`src/rtl/bus_arb.sv`:
```
// Round-robin arbiter sharing the CPU-side system bus between num_masters requesters.
// One transaction is in flight at a time. A bus-timeout guard ends any transaction whose
// slave never acks: it returns zero data to the master and flags the error.
module bus_arb #(
  parameter int unsigned num_masters    = 2,
  parameter int unsigned timeout_cycles = 1024
) (
  input  logic                        clk,
  input  logic                        rst_n,
  input  logic [num_masters-1:0]      m_stb,
  input  logic [num_masters-1:0]      m_we,
  input  logic [num_masters*22-1:0]   m_addr,
  input  logic [num_masters*32-1:0]   m_dout,
  output logic [31:0]                 m_din,
  output logic [num_masters-1:0]      m_ack,
  output logic                        s_stb,
  output logic                        s_we,
  output logic [21:0]                 s_addr,
  output logic [31:0]                 s_dout,
  input  logic [31:0]                 s_din,
  input  logic                        s_ack,
  output logic [num_masters-1:0]      grant,
  output logic                        err,
  output logic [21:0]                 err_addr,
  output logic [7:0]                  err_cnt
);

  localparam int unsigned AW       = 22;
  localparam int unsigned DW       = 32;
  localparam int unsigned IDX_W    = (num_masters > 1) ? $clog2(num_masters) : 1;
  localparam int unsigned CNT_W    = (timeout_cycles > 0) ? $clog2(timeout_cycles + 1) : 1;
  localparam bit          TO_EN    = (timeout_cycles != 0);
  localparam logic [CNT_W-1:0] CNT_TERM = CNT_W'(timeout_cycles - 1);
  localparam logic [7:0]  CNT_SAT  = 8'd255;

  typedef enum logic [1:0] {
    S_IDLE = 2'd0,
    S_BUSY = 2'd1,
    S_TOUT = 2'd2
  } state_e;

  state_e                 state_q;
  logic [num_masters-1:0] grant_q;
  logic [IDX_W-1:0]       last_q;
  logic [CNT_W-1:0]       cnt_q;
  logic [CNT_W-1:0]       cnt_d;
  logic [AW-1:0]          err_addr_q;
  logic [7:0]             err_cnt_q;
  logic [7:0]             err_cnt_d;

  logic                   pick_found;
  logic [IDX_W-1:0]       pick_idx;
  logic [IDX_W-1:0]       cand_idx;
  logic [num_masters-1:0] pick_oh;

  logic                   gnt_we;
  logic [AW-1:0]          gnt_addr;
  logic [DW-1:0]          gnt_dout;
  logic                   tout_hit;

  // Round-robin pick: first requester searching upward from the one after the last owner.
  always_comb begin
    pick_found = 1'b0;
    pick_idx   = last_q;
    cand_idx   = last_q;
    pick_oh    = '0;
    for (int unsigned i = 1; i <= num_masters; i++) begin
      cand_idx = IDX_W'((32'(last_q) + i) % num_masters);
      if (!pick_found && m_stb[cand_idx]) begin
        pick_found = 1'b1;
        pick_idx   = cand_idx;
      end
    end
    pick_oh[pick_idx] = 1'b1;
  end

  // Request fields of the current owner; last_q always holds the owner while a grant is live.
  always_comb begin
    gnt_we   = m_we[last_q];
    gnt_addr = m_addr[32'(last_q) * AW +: AW];
    gnt_dout = m_dout[32'(last_q) * DW +: DW];
  end

  // Timeout terminal count, bump of the BUSY counter and saturating error count.
  always_comb begin
    tout_hit  = TO_EN && (cnt_q == CNT_TERM);
    cnt_d     = TO_EN ? cnt_q + CNT_W'(1) : cnt_q;
    err_cnt_d = (err_cnt_q == CNT_SAT) ? err_cnt_q : err_cnt_q + 8'd1;
  end

  // Arbiter FSM with grant, owner pointer, timeout counter and error bookkeeping.
  always_ff @(posedge clk or negedge rst_n) begin
    if (!rst_n) begin
      state_q    <= S_IDLE;
      grant_q    <= '0;
      last_q     <= IDX_W'(num_masters - 1);
      cnt_q      <= '0;
      err_addr_q <= '0;
      err_cnt_q  <= '0;
    end else begin
      unique case (state_q)
        S_IDLE: begin
          if (pick_found) begin
            grant_q <= pick_oh;
            last_q  <= pick_idx;
            cnt_q   <= '0;
            state_q <= S_BUSY;
          end
        end
        S_BUSY: begin
          // An ack landing on the terminal cycle still completes normally.
          if (s_ack) begin
            grant_q <= '0;
            cnt_q   <= '0;
            state_q <= S_IDLE;
          end else if (tout_hit) begin
            state_q <= S_TOUT;
          end else begin
            cnt_q <= cnt_d;
          end
        end
        S_TOUT: begin
          err_addr_q <= gnt_addr;
          err_cnt_q  <= err_cnt_d;
          grant_q    <= '0;
          cnt_q      <= '0;
          state_q    <= S_IDLE;
        end
        default: begin
          grant_q <= '0;
          cnt_q   <= '0;
          state_q <= S_IDLE;
        end
      endcase
    end
  end

  // Bus-side and master-side decode; acks pass through in the same cycle as s_ack.
  always_comb begin
    s_stb  = 1'b0;
    s_we   = 1'b0;
    s_addr = '0;
    s_dout = '0;
    m_ack  = '0;
    m_din  = '0;
    err    = 1'b0;
    unique case (state_q)
      S_BUSY: begin
        s_stb  = 1'b1;
        s_we   = gnt_we;
        s_addr = gnt_addr;
        s_dout = gnt_dout;
        if (s_ack) begin
          m_ack = grant_q;
          m_din = s_din;
        end
      end
      S_TOUT: begin
        m_ack = grant_q;
        err   = 1'b1;
      end
      default: ;
    endcase
  end

  assign grant    = grant_q;
  assign err_addr = err_addr_q;
  assign err_cnt  = err_cnt_q;

endmodule

```
`config.mk`:
```
export PLATFORM = sky130hd
export DESIGN_NAME = bus_arb
export DESIGN_NICKNAME = d
export VERILOG_FILES = /design/src/rtl/bus_arb.sv
export SDC_FILE = /design/constraint.sdc
export NUM_CORES = 1
export LEC_CHECK = 0
export BUFFER_PORTS_ARGS = -buffer_cell sky130_fd_sc_hd__clkbuf_2
export CAP_MARGIN = 30
export CORE_AREA = 2 2 106 108
export CTS_CLUSTER_SIZE = 10
export DETAILED_ROUTE_END_ITERATION = 10
export DIE_AREA = 0 0 108 110
export PLACE_DENSITY = 0.62
export SLEW_MARGIN = 15
export SYNTH_ARGS = -nofsm -noshare
export SYNTH_HDL_FRONTEND = slang
export SYNTH_SLANG_ARGS = --single-unit
```
`constraint.sdc`:
```
create_clock -name clk -period 2.3 [get_ports clk]
set_input_delay 0.46 -clock clk [delete_from_list [all_inputs] [get_ports clk]]
set_output_delay 0.46 -clock clk [all_outputs]
set_load 0.005 [all_outputs]
```
## After elaboration in Yosys (flattened, before gate mapping)

Cells that the tools add are included.

- Bits in registers: 46
- Latch bits: 0
- RAM bits: 0
- ROM bits: 0
- Input bits: 147
- Word-level logic and storage cells: 68
- Memories: 0

- Add/subtract/negate cells: 4
- Multipliers: 1
- Divide/modulo/power cells: 0
- $lt $le $gt $ge: 5
- Equal/unequal tests: 8
- Shift-type cells: 2
- Muxes and demuxes: 32
- Bitwise gates (word level): 1
- Reductions and logical operators: 9

Operator list:

| operator | count |
|---|---|
| 32-bit 2-to-1 mux | 3 |
| 64-bit by 7-bit variable part select with 32-bit output | 1 |
| 44-bit by 7-bit variable part select with 22-bit output | 1 |
| 11-bit 2-to-1 mux | 3 |
| 22-bit 2-to-1 mux | 1 |
| 11-bit one-hot mux with 2 select lines | 1 |
| 1-bit 2-to-1 mux | 14 |
| 2-bit 2-to-1 mux | 6 |
| 2-bit one-hot mux with 2 select lines | 3 |
| 11-bit by 1-bit adder with 11-bit output (second input constant) | 1 |
| 11-bit by 10-bit == test with 1-bit output (second input constant) | 1 |
| 2-bit AND reduction | 5 |
| 8-bit by 1-bit adder with 8-bit output (second input constant) | 1 |
| 8-bit == test (second input constant) | 1 |
| 1-bit by 2-bit < comparator with 1-bit output (second input constant) | 4 |
| 3-bit inequality test (second input constant) | 2 |
| 1-bit by 4-bit multiplier with 5-bit output (second input constant) | 1 |
| 2-bit inequality test (second input constant) | 2 |
| 1-bit adder (second input constant) | 2 |
| 2-bit by 1-bit == test with 1-bit output (second input constant) | 1 |
| 2-bit == test (second input constant) | 1 |
| 1-bit logical AND | 2 |
| 2-bit logical NOT | 1 |
| 1-bit demux with 1-bit select | 1 |
| other kinds (3) | 3 |

## Longest topological paths before layout

Gate-level depths: netlist (run 1).

- Depth in word-level cells: 13
- Gate-level depth with buffers: 8

## Worst setup path before layout (run 1)

No wires, ideal clock.

- Path kind: reg-to-output
- Start: register state_q[1]
- End: output port m_din[10]
- Arrival: 1.353 ns
- Required time: 1.840 ns
- Path slack: 0.487 ns
- Cell stages (with the launch flop): 7
- Cell sequence: dfrtp_1 > inv_1 > ha_1 > buf_4 > clkbuf_1 > clkbuf_1 > and3_1

- Longest elaborated chain between the ends: 2

Ends and longest elaborated chain:

| element | line | source |
|---|---|---|
| start: declaration | 42 | `state_e state_q;` |
| start signal: assignment | 94 | `state_q <= S_IDLE;` |
| start signal: assignment | 107 | `state_q <= S_BUSY;` |
| start signal: assignment | 115 | `state_q <= S_IDLE;` |
| 2-bit by 1-bit == test with 1-bit output | 147 | `unique case (state_q)` |
| 32-bit 2-to-1 mux | 147 |  |
| end: declaration | 14 | `output logic [31:0] m_din,` |

Every way passes these cells.

## Final worst setup path (run 1)

- Start: register last_q
- End: output port s_addr[9]

- Longest elaborated chain between the ends: 3

Ends and longest elaborated chain:

| element | line | source |
|---|---|---|
| start: declaration | 44 | `logic [IDX_W-1:0] last_q;` |
| start signal: assignment | 96 | `last_q <= IDX_W'(num_masters - 1);` |
| start signal: assignment | 105 | `last_q <= pick_idx;` |
| 1-bit by 4-bit multiplier with 5-bit output | 80 | `gnt_addr = m_addr[32'(last_q) * AW +: AW];` |
| 44-bit by 7-bit variable part select with 22-bit output | 80 |  |
| 22-bit 2-to-1 mux | 147 |  |
| end: declaration | 18 | `output logic [21:0] s_addr,` |

Every way passes these cells.

==> metrics.txt, run 1 <==
status=finished, final reports clean; IO Port Bufs=269; Final nets=between 700 and 800; Starting DRT DRC Count=~180; Mapped Nets=approximately 520; via count=~3.6k; Max VDD drop=between 0.3 and 0.4 mV; depth of the CTS H-tree=2; Slowest-stage cell, CP=dfstp_4; Vias/cell=between 4 and 5; number of fill cells=~1.1k; largest net degree at the start of global routing=53; Ant. Diodes=0; first-pass GRT wire length=16.2 mm; R2R depth=7; FP Rows=38; number of synthesized flops with an enable pin=0; clock root buffer=clkbuf_8; CP top delay family=flip-flops; relative slew slack=0.601; reg2reg start=state_q[1]$_DFFE_PN0P_; final setup fails=0; Worst-Margin Slew=0.599 ns; Die ar.=11,900 um2; post-route ant nets=0; worst skew pair latency=0.30 ns; Syn Inst Count=370; clk slew on worst S/H paths=around 0.09 ns; leading cell type in the layout, fill and taps excluded=clkbuf_2; HPWL after DPL=slightly above 9 mm; P_int=2.30 mW; crit path max fanout=23; Final Slew Violations=0; total power draw=roughly 3.8 mW; CTS tree=done; Global Route Usage Sum=0.172; R2R Setup Slk=roughly 0.4 ns; RSZ-0062 raised after global routing=no; Die Width=~110 um; synth-to-layout area growth=48.9%; Reg power frac=0.247; setup slack after layout=~0.12 ns; Max-cap violations=0; share of cells above drive strength 1=0.492; worst hold path type=input port to async pin; Syn Std Cell Area=~3300 um2; io pins=270; First-pass DRT Iterations=4; crit-path max cell delay=about 0.71 ns; Routability Congestion=roughly 0.90; Pwr Density=~770 nW/um2; Switching Share=0.392; leakage=2.81 nW; NetSw=about 1.5 mW; setup TNS=0 ns; number of synthesized register bits=46; FMAX=approximately 460 MHz; Final Hold Viols=0; critical path, cell by cell=buf_12 -> mux2i_2 -> nor2b_1 -> clkbuf_2; crit path capture type=primary output; ys flop type=dfrtp_1; Worst setup SP type=flop; most frequent cells in the layout=clkbuf_2, nor2b_1, mux2i_1, dfrtp_1, a21oi_1; hold buffer count at CTS=0; routed len/inst=~15 um; proportion of synthesized flip-flops having asynchronous set or reset=1.00; fin crit period=between 2 and 2.5 ns; Reg-to-Reg End=grant[1]$_DFFE_PN0P_; Arr. time, crit path=between 1.5 and 2 ns; Worst Path Buf+Inv=2; CP Launch Point=last_q$_DFFE_PN1P_; Yosys cell types=53; clock skew=~0.0048 ns; Yosys warnings=0; post-synthesis average cell area=~9.0 um2; final period utilization=0.947; initial antenna violation count=0; sequential area share after synthesis=0.348; Congestion Overflow GR=0; Clock Sinks=46; Core Region=~11,000 um2; DRC=0; Num CTS Buffers=5; Setup WS pre-CTS=about 0.34 ns; Crit Path Category=flop to primary output; Die Y=around 110 um; Worst EP required=around 1.8 ns; Clock power frac=0.138; initial core utilization=0.310; final wirelength=11.4 mm; Longest Clk Path Bufs=2; vias in the first global route=3,232; part of the power in combinational logic=0.615
cell type report:
type | instances | area, um2 | area share
clock inverters | 2 | 12.5 | 0.00253
well taps | 140 | 175 | 0.0355
inverters | 6 | 22.5 | 0.00456
multi-input cells | 289 | 2010 | 0.407
flip-flops and latches | 46 | 1160 | 0.234
repair buffers | 283 | 1480 | 0.299
clock buffers | 6 | 82.6 | 0.0167
stage by stage:
| step | std cells | area (um2) | hold slack [ns] | utilization |
|---|---|---|---|---|
| after global placement | 761 | 4810 | 0.497 | 0.449 |
| after CTS | 769 | 4900 | 0.270 | 0.458 |
| final | 772 | 4940 | 0.248 | 0.461 |
| after floorplan | 370 | 3320 | 0.164 | - |
| after detailed placement | 761 | 4810 | 0.493 | 0.449 |
| after global routing | 772 | 4940 | 0.311 | 0.461 |
cell families (layout without fill, tap and decap cells):
family / after synthesis / count (layout) / share of synthesized area
flops: 46 / 46 / 0.348
xor+xnor: 4 / 4 / 0.0106
fa+ha+maj: 5 / 5 / 0.0189
mux: 58 / 58 / 0.176
simple gates: 161 / 161 / 0.283
buf+inv: 35 / 297 / 0.0498
compound gates: 61 / 61 / 0.114
metal layers:
metal	wire length (um)	vias to the layer above	global-route usage
li1	-	1825	-
met1	4870	1690	0.224
met2	5690	121	0.302
met3	729	9	0.0323
met4	80	0	0.0266
met5	0	-	0
worst register-to-register path, cell delays in order, from the launching register on:
cell,delay [ns]
dfrtp_1,0.41
inv_1,0.09
ha_2,0.21
buf_4,0.31
nand2b_1,0.30
a21oi_1,0.23
o22ai_1,0.09
a22o_1,0.18
sequential cells by signal (all words and copies together) (netlist names):
register  flops
cnt_q        11
state_q       2
last_q        1
err_cnt       8
grant         2
err_addr     22
power groups by stage:
stage,registers [mW],logic [mW],clock network [mW]
final,0.936,2.33,0.521
after global routing,0.947,2.54,0.584
after CTS,0.947,2.28,0.540
after detailed placement,0.963,2.27,0
after global placement,0.958,2.24,0
after floorplan,0.903,1.40,0
synth_stat cells (2+ instances only):
master	count	area [um2]
nand3_1	10	50.1
inv_1	6	22.5
nand2_1	9	33.8
buf_6	2	22.5
buf_2	6	30.0
a22o_1	3	26.3
clkbuf_1	16	60.1
o211ai_1	2	15.0
o22ai_1	2	12.5
mux2_2	3	33.8
nand4_1	2	12.5
and4_1	2	17.5
mux2i_1	55	551
a31oi_1	3	18.8
a41oi_1	2	17.5
nand2b_1	3	18.8
o21ai_0	3	15.0
ha_1	5	62.6
dfrtp_1	45	1130
o21ai_1	2	10.0
nor2b_1	55	344
o21a_1	2	15.0
and2_1	2	12.5
and3_1	33	206
xor2_1	3	26.3
buf_1	2	7.51
a21oi_1	35	175
buf_4	3	22.5
nor2_1	30	113
worst max path at each step:
| stage | cells after the start | slack, ns | end |
|---|---|---|---|
| floorplan | 6 | 0.49 | m_din[10] |
| global placement | 3 | 0.37 | s_addr[6] |
| detailed placement | 3 | 0.34 | s_addr[7] |
| CTS | 3 | 0.01 | s_addr[7] |
| global route | 4 | 0.007 | s_addr[8] |
| finish | 4 | 0.12 | s_addr[9] |
what timing repair did:
item / 4_1_cts / 5_1_grt
buffers inserted: 0 / 3
endpoints found under the setup margin: 0 / 29
endpoints found under the hold margin: 0 / 0
resized for setup: 0 / 3
(Power assumes the default switching activity.)
==> run 2, diff against run 1 <==
==> config.mk (replaced) <==
export PLATFORM = sky130hd
export DESIGN_NAME = bus_arb
export DESIGN_NICKNAME = d
export VERILOG_FILES = /design/src/rtl/bus_arb.sv
export SDC_FILE = /design/constraint.sdc
export NUM_CORES = 1
export LEC_CHECK = 0
export ABC_AREA = 0
export CAP_MARGIN = 30
export CELL_PAD_IN_SITES_DETAIL_PLACEMENT = 0
export CELL_PAD_IN_SITES_GLOBAL_PLACEMENT = 1
export CORE_AREA = 2 2 105 107
export CTS_CLUSTER_SIZE = 10
export DETAILED_ROUTE_END_ITERATION = 10
export DIE_AREA = 0 0 107 109
export DONT_BUFFER_PORTS = 1
export PLACE_DENSITY = 0.58
export SLEW_MARGIN = 15
export SYNTH_ARGS = -nofsm -noshare
export SYNTH_HDL_FRONTEND = slang
export SYNTH_SLANG_ARGS = --single-unit
==> run 2 against run 1 <==
  * Core utilization decreased by 11 points
  * Clock-buffer cell count up 1
  * Sequential share of layout area grew 7.9 points
  * Global-route usage is 1.8 points lower
  * Clock skew fell by 0.0010 ns
  * Die area decreased by 1.8%
  * Largest power group unchanged
  * Flip-flop and latch count did not move
  * Design area is 26% lower
  * Fmax about the same
  * Combinational power decreased by 18%
  * Non-clock buffer count fell by 272
==> metrics.txt, run 2 (same netlist as run 1, synthesis figures left out) <==
FP Rows=38; Final Slew Violations=0; clk slew on worst S/H paths=approximately 0.080 ns; Ant. Diodes=0; part of the power in combinational logic=0.555; vias in the first global route=2,342; crit-path max cell delay=between 0.6 and 0.7 ns; critical path, cell by cell=bufbuf_16 -> mux2i_1 -> nor2b_1; number of fill cells=approximately 1.1k; Num CTS Buffers=5; Worst EP required=between 1.5 and 2 ns; Multi-input gate area=between 2000 and 2500 um2; first-pass GRT wire length=around 14 mm; setup slack after layout=roughly 0.12 ns; CP Launch Point=last_q$_DFFE_PN1P_; Layout Utilization=0.347; CP top delay family=flip-flops; leading cell type in the layout, fill and taps excluded=nor2b_1; Die Width=between 100 and 150 um; Reg power frac=0.272; Pwr Density=approximately 940 nW/um2; Final nets=511; final wirelength=about 10 mm; via count=between 2k and 3k; RSZ-0062 raised after global routing=no; initial core utilization=0.313; Longest Clk Path Bufs=2; IO Port Bufs=0; Die Y=roughly 110 um; Levels on crit path=3; clock skew=0.00375 ns; First-pass DRT Iterations=5; depth of the CTS H-tree=2; final period utilization=0.947; R2R depth=6; relative slew slack=0.702; Global Route Usage Sum=0.153; FMAX=459 MHz; Setup Fix Bufs, Post-CTS=0; Routability Congestion=~0.84; Die ar.=around 12,000 um2; Setup WS pre-CTS=0.176 ns; leakage=between 1.5 and 2 nW; setup TNS=0 ns; most frequent cells in the layout=nor2b_1, mux2i_1, dfrtp_1, a21oi_1, and3_1; Clock power frac=0.173; worst hold path type=input port to async pin; Reg area=roughly 1200 um2; final setup fails=0; R2R Setup Slk=a little under 0.4 ns; Slowest-stage cell, CP=dfstp_2; Max VDD drop=0.369 mV; Worst Path Buf+Inv=1; share of cells above drive strength 1=0.0972; Largest register FFs=22; crit path max fanout=27; initial antenna violation count=0; placed inst area=roughly 3400 um2; clock root buffer=clkbuf_8; io pins=270; post-route cell area=3670 um2; status=finished, final reports clean; Worst setup SP type=flop; Arr. time, crit path=1.72 ns; Vias/cell=around 5.3; synth-to-layout area growth=10.8%; worst skew pair latency=between 0.2 and 0.3 ns; routed len/inst=20.2 um; crit path capture type=primary output; Switching Share=0.394; fin crit period=~2.2 ns; P_int=approximately 2.1 mW; DRC=0; Max-cap violations=0; Worst-Margin Slew=~0.45 ns; Crit Path Category=flop to primary output; Starting DRT DRC Count=94; Core Region=around 11,000 um2; Congestion Overflow GR=0; post-route ant nets=0; largest net degree at the start of global routing=46; CTS tree=done; HPWL after DPL=between 7 and 8 mm; Clock Sinks=46; Final Hold Viols=0; NetSw=1.36 mW; reg2reg start=state_q[0]$_DFFE_PN0P_
[run 2: worst register-to-register path: cells and delay by family, from the launching register on]
family	cells	cell delay [ns]
fa+ha+maj	1	0.29
compound gates	2	0.27
simple gates	2	0.70
buf+inv	1	0.12
flops	1	0.42
[run 2: per-stage QoR]
stage	cells	hold WS, ns	total power, mW
2_1_floorplan	370	0.164	2.30
3_3_place_gp	488	0.166	2.64
3_5_place_dp	488	0.166	2.66
4_1_cts	499	0.00383	3.42
5_1_grt	500	0.00387	3.68
6_report	500	0.00976	3.44
[run 2: routing by layer]
layer | wire length [um] | part of all wire | GRT usage
met3 | 720 | 0.071 | 0.0430
met2 | 5010 | 0.50 | 0.253
met5 | 0 | 0 | 0
met1 | 4340 | 0.43 | 0.205
met4 | 25 | 0.0025 | 0.0223
[run 2: final timing paths]
kind / to
setup reg to reg: cnt_q[8]$_DFFE_PN0P_
setup / recovery: s_dout[21]
max in group asynchronous: last_q$_DFFE_PN1P_
min in group clk: last_q$_DFFE_PN1P_
hold reg to reg: cnt_q[10]$_DFFE_PN0P_
hold / removal: err_addr[15]$_DFFE_PN0N_
[run 2: area by class of cell]
| cell class | count | share of cell area |
|---|---|---|
| multi-input combinational | 289 | 0.551 |
| inverter | 6 | 0.00613 |
| clock inverter | 1 | 0.00817 |
| sequential | 46 | 0.314 |
| clock buffer | 7 | 0.0208 |
| timing repair buffer | 11 | 0.0524 |
| tap | 140 | 0.0477 |
[run 2: power groups by stage]
stage / logic (mW) / clock network (mW) / registers, mW
final: 1.91 / 0.596 / 0.936
after global routing: 2.07 / 0.667 / 0.948
after CTS: 1.86 / 0.634 / 0.927
after detailed placement: 1.73 / 0 / 0.930
after global placement: 1.71 / 0 / 0.928
after floorplan: 1.40 / 0 / 0.903
[run 2: repair_timing]
| item | CTS | global route |
|---|---|---|
| setup endpoints to repair | 1 | 2 |
| hold buffers | 2 | 0 |
| endpoints found under the hold margin | 45 | 0 |
| gates cloned | 1 | 1 |
| resized for setup | 3 | 1 |
==> run 3, diff against run 2 <==
--- a/config.mk
+++ b/config.mk
@@ -5,7 +5,7 @@
 export SDC_FILE = /design/constraint.sdc
 export NUM_CORES = 1
 export LEC_CHECK = 0
-export ABC_AREA = 0
+export ABC_AREA = 1
 export CAP_MARGIN = 30
 export CELL_PAD_IN_SITES_DETAIL_PLACEMENT = 0
 export CELL_PAD_IN_SITES_GLOBAL_PLACEMENT = 1
@@ -14,7 +14,7 @@
 export DETAILED_ROUTE_END_ITERATION = 10
 export DIE_AREA = 0 0 107 109
 export DONT_BUFFER_PORTS = 1
-export PLACE_DENSITY = 0.58
+export PLACE_DENSITY = 0.6
 export SLEW_MARGIN = 15
 export SYNTH_ARGS = -nofsm -noshare
 export SYNTH_HDL_FRONTEND = slang
==> run 3 against run 2 <==
  * Sequential share of layout area up 1.6 points
  * Worst hold slack better by 0.36 ns
  * Clock skew up 0.0063 ns
  * Via count up 12%
  * Sequential power up 4.5%
  * Global-route usage down 0.22 points
  * Critical endpoint is now s_dout[18]
  * Largest power group unchanged
==> metrics.txt, run 3 <==
HPWL after DPL=7.78 mm; R2R depth=10; Reg power frac=0.320; Global Route Usage Sum=0.151; Clock Sinks=46; NetSw=roughly 1.5 mW; R2R Setup Slk=0.37 ns; Pwr Density=~900 nW/um2; CTS tree=done; first-pass GRT wire length=approximately 14 mm; Die ar.=11,700 um2; Arr. time, crit path=roughly 1.7 ns; share of cells above drive strength 1=0.0761; Final nets=approximately 620; via count=2,993; grt met1 use=0.167; Worst setup SP type=flop; leakage=about 1.7 nW; Yosys warnings=0; setup slack after layout=approximately 0.14 ns; initial antenna violation count=0; top-count cell post-synth=nor2_1; Longest Clk Path Bufs=2; dpl cells=about 600; Num CTS Buffers=5; Die Width=between 100 and 150 um; FP Rows=38; Max-cap violations=0; most instantiated cells after synthesis=nor2_1, nand2_1, o21ai_0, dfrtp_1, inv_1; HP Start=m_addr[21]; Clock power frac=0.163; Ant. Diodes=0; Congestion Overflow GR=0; status=finished, final reports clean; Worst EP required=about 1.8 ns; First-pass DRT Iterations=4; setup TNS=0 ns; proportion of synthesized flip-flops having asynchronous set or reset=1.00; depth of the CTS H-tree=2; Crit Path Category=flop to primary output; Synth top area share=0.347; ys flop type=dfrtp_1; Setup WS pre-CTS=0.282 ns; worst hold stages=2; initial core utilization=0.306; Area contributors post-synth=dfrtp_1, nor2_1, nand2_1; final wirelength=roughly 9.7 mm; crit path max fanout=56; most frequent cells in the layout=nor2_1, nand2_1, o21ai_0, dfrtp_1, inv_1; Final Slew Violations=0; Yosys cell types=34; clk slew on worst S/H paths=~0.09 ns; largest net degree at the start of global routing=57; Die Y=around 110 um; Top Usage Layer GRT=met2; Routability Congestion=around 0.81; Reg-to-Reg End=cnt_q[3]$_DFFE_PN0P_; Synth area leader=dfrtp_1; routed len/inst=about 16 um; sequential area share after synthesis=0.355; leading cell type in the layout, fill and taps excluded=nor2_1; relative slew slack=0.639; IO Port Bufs=0; fin crit period=approximately 2.2 ns; reg2reg start=state_q[1]$_DFFE_PN0P_; Final Hold Viols=0; met2 usage=0.290; worst hold path type=input port to flop; Non-Filler Instances=approximately 610; DRC=0; Max VDD drop=about 0.56 mV; vias in the first global route=2,590; clock root buffer=clkbuf_8; worst skew pair latency=0.30 ns; final period utilization=0.940; Layout Utilization=0.329; Worst-Margin Slew=around 0.54 ns; FMAX=463 MHz; number of synthesized flops with an enable pin=0; synth-to-layout area growth=7.59%; Starting DRT DRC Count=between 100 and 150; total power draw=between 3 and 4 mW; Vias/cell=4.88; io pins=270; RSZ-0062 raised after global routing=no; Syn Inst Count=~480; Largest register FFs=22; post-synthesis average cell area=just under 7 um2; Switching Share=0.484; Mapped Nets=~630; post-route ant nets=0; number of synthesized register bits=46; Core Region=~11,000 um2; P_int=around 1.6 mW; Syn Std Cell Area=3250 um2; final setup fails=0; met3 usage=0.0323; crit path capture type=primary output; part of the power in combinational logic=0.517; Worst Hold End=err_addr[21]$_DFFE_PN0N_; clock skew=~0.010 ns
-- run 3: changes by cell type after synthesis, moves of 5 or more --
cell / change
nor2_1: +109
inv_2: +6
nand3_1: +11
and3_1: -33
mux2i_1: -33
nor2b_1: -55
o21ai_1: +11
a21oi_1: -31
xnor2_1: +5
nand2_1: +69
o21ai_0: +47
inv_1: +38
-- run 3: repair_timing --
action	in CTS	in global routing
endpoints found under the setup margin	0	22
hold endpoints to repair	46	0
resized for setup	0	2
hold buffers	2	0
setup buffers	0	0
-- run 3: how the worst max path moves through the flow --
stage / end / from / cells past startpoint
after floorplan: m_din[10] / state_q[1]$_DFFE_PN0P_ / 5
after global placement: cnt_q[3]$_DFFE_PN0P_ / state_q[1]$_DFFE_PN0P_ / 10
after detailed placement: cnt_q[3]$_DFFE_PN0P_ / state_q[1]$_DFFE_PN0P_ / 10
after CTS: s_addr[0] / state_q[1]$_DFFE_PN0P_ / 5
after global routing: s_dout[16] / state_q[1]$_DFFE_PN0P_ / 5
final: s_dout[18] / last_q$_DFFE_PN1P_ / 4
-- run 3: through the flow --
stage               cell area, um2  hold WS [ns]
global placement              3370         0.168
CTS                           3490         0.351
floorplan                     3250         0.164
global route                  3490         0.378
detailed placement            3370         0.168
finish                        3490         0.369
-- run 3: metal layers --
metal	up-vias	part of all wire
li1	1495	-
met3	4	0.081
met2	172	0.52
met4	0	0.0076
met1	1322	0.39
met5	-	0
-- run 3: logic make-up (layout without fill, tap and decap cells) --
group | Yosys count | after routing | share of synthesized area
simple gates | 254 | 254 | 0.330
buf+inv | 74 | 68 | 0.0968
compound gates | 71 | 71 | 0.113
flops | 46 | 46 | 0.355
mux | 22 | 22 | 0.0678
xor+xnor | 7 | 7 | 0.0189
fa+ha+maj | 5 | 5 | 0.0193
-- run 3: final cells by class --
class	count	area, um2
clock buffer	6	72.6
clock inverter	2	13.8
timing repair buffer	9	103
sequential	46	1150
tap	140	175
inverter	51	196
fill	1126	7110
multi-input combinational	359	1780
-- run 3: worst max-delay path, cell delays in order, from the launching register on --
cell and delay, ns:
dfstp_2 0.55, buf_12 0.25, inv_2 0.28, nor2_1 0.21
nor2_1 0.10
-- run 3: power groups by stage --
| stage | sequential (mW) | combinational [mW] | clock [mW] |
|---|---|---|---|
| 6_report | 0.978 | 1.58 | 0.497 |
| 5_1_grt | 0.993 | 1.77 | 0.559 |
| 4_1_cts | 0.983 | 1.61 | 0.530 |
| 3_5_place_dp | 0.999 | 1.58 | 0 |
| 3_3_place_gp | 0.999 | 1.56 | 0 |
| 2_1_floorplan | 0.964 | 1.26 | 0 |
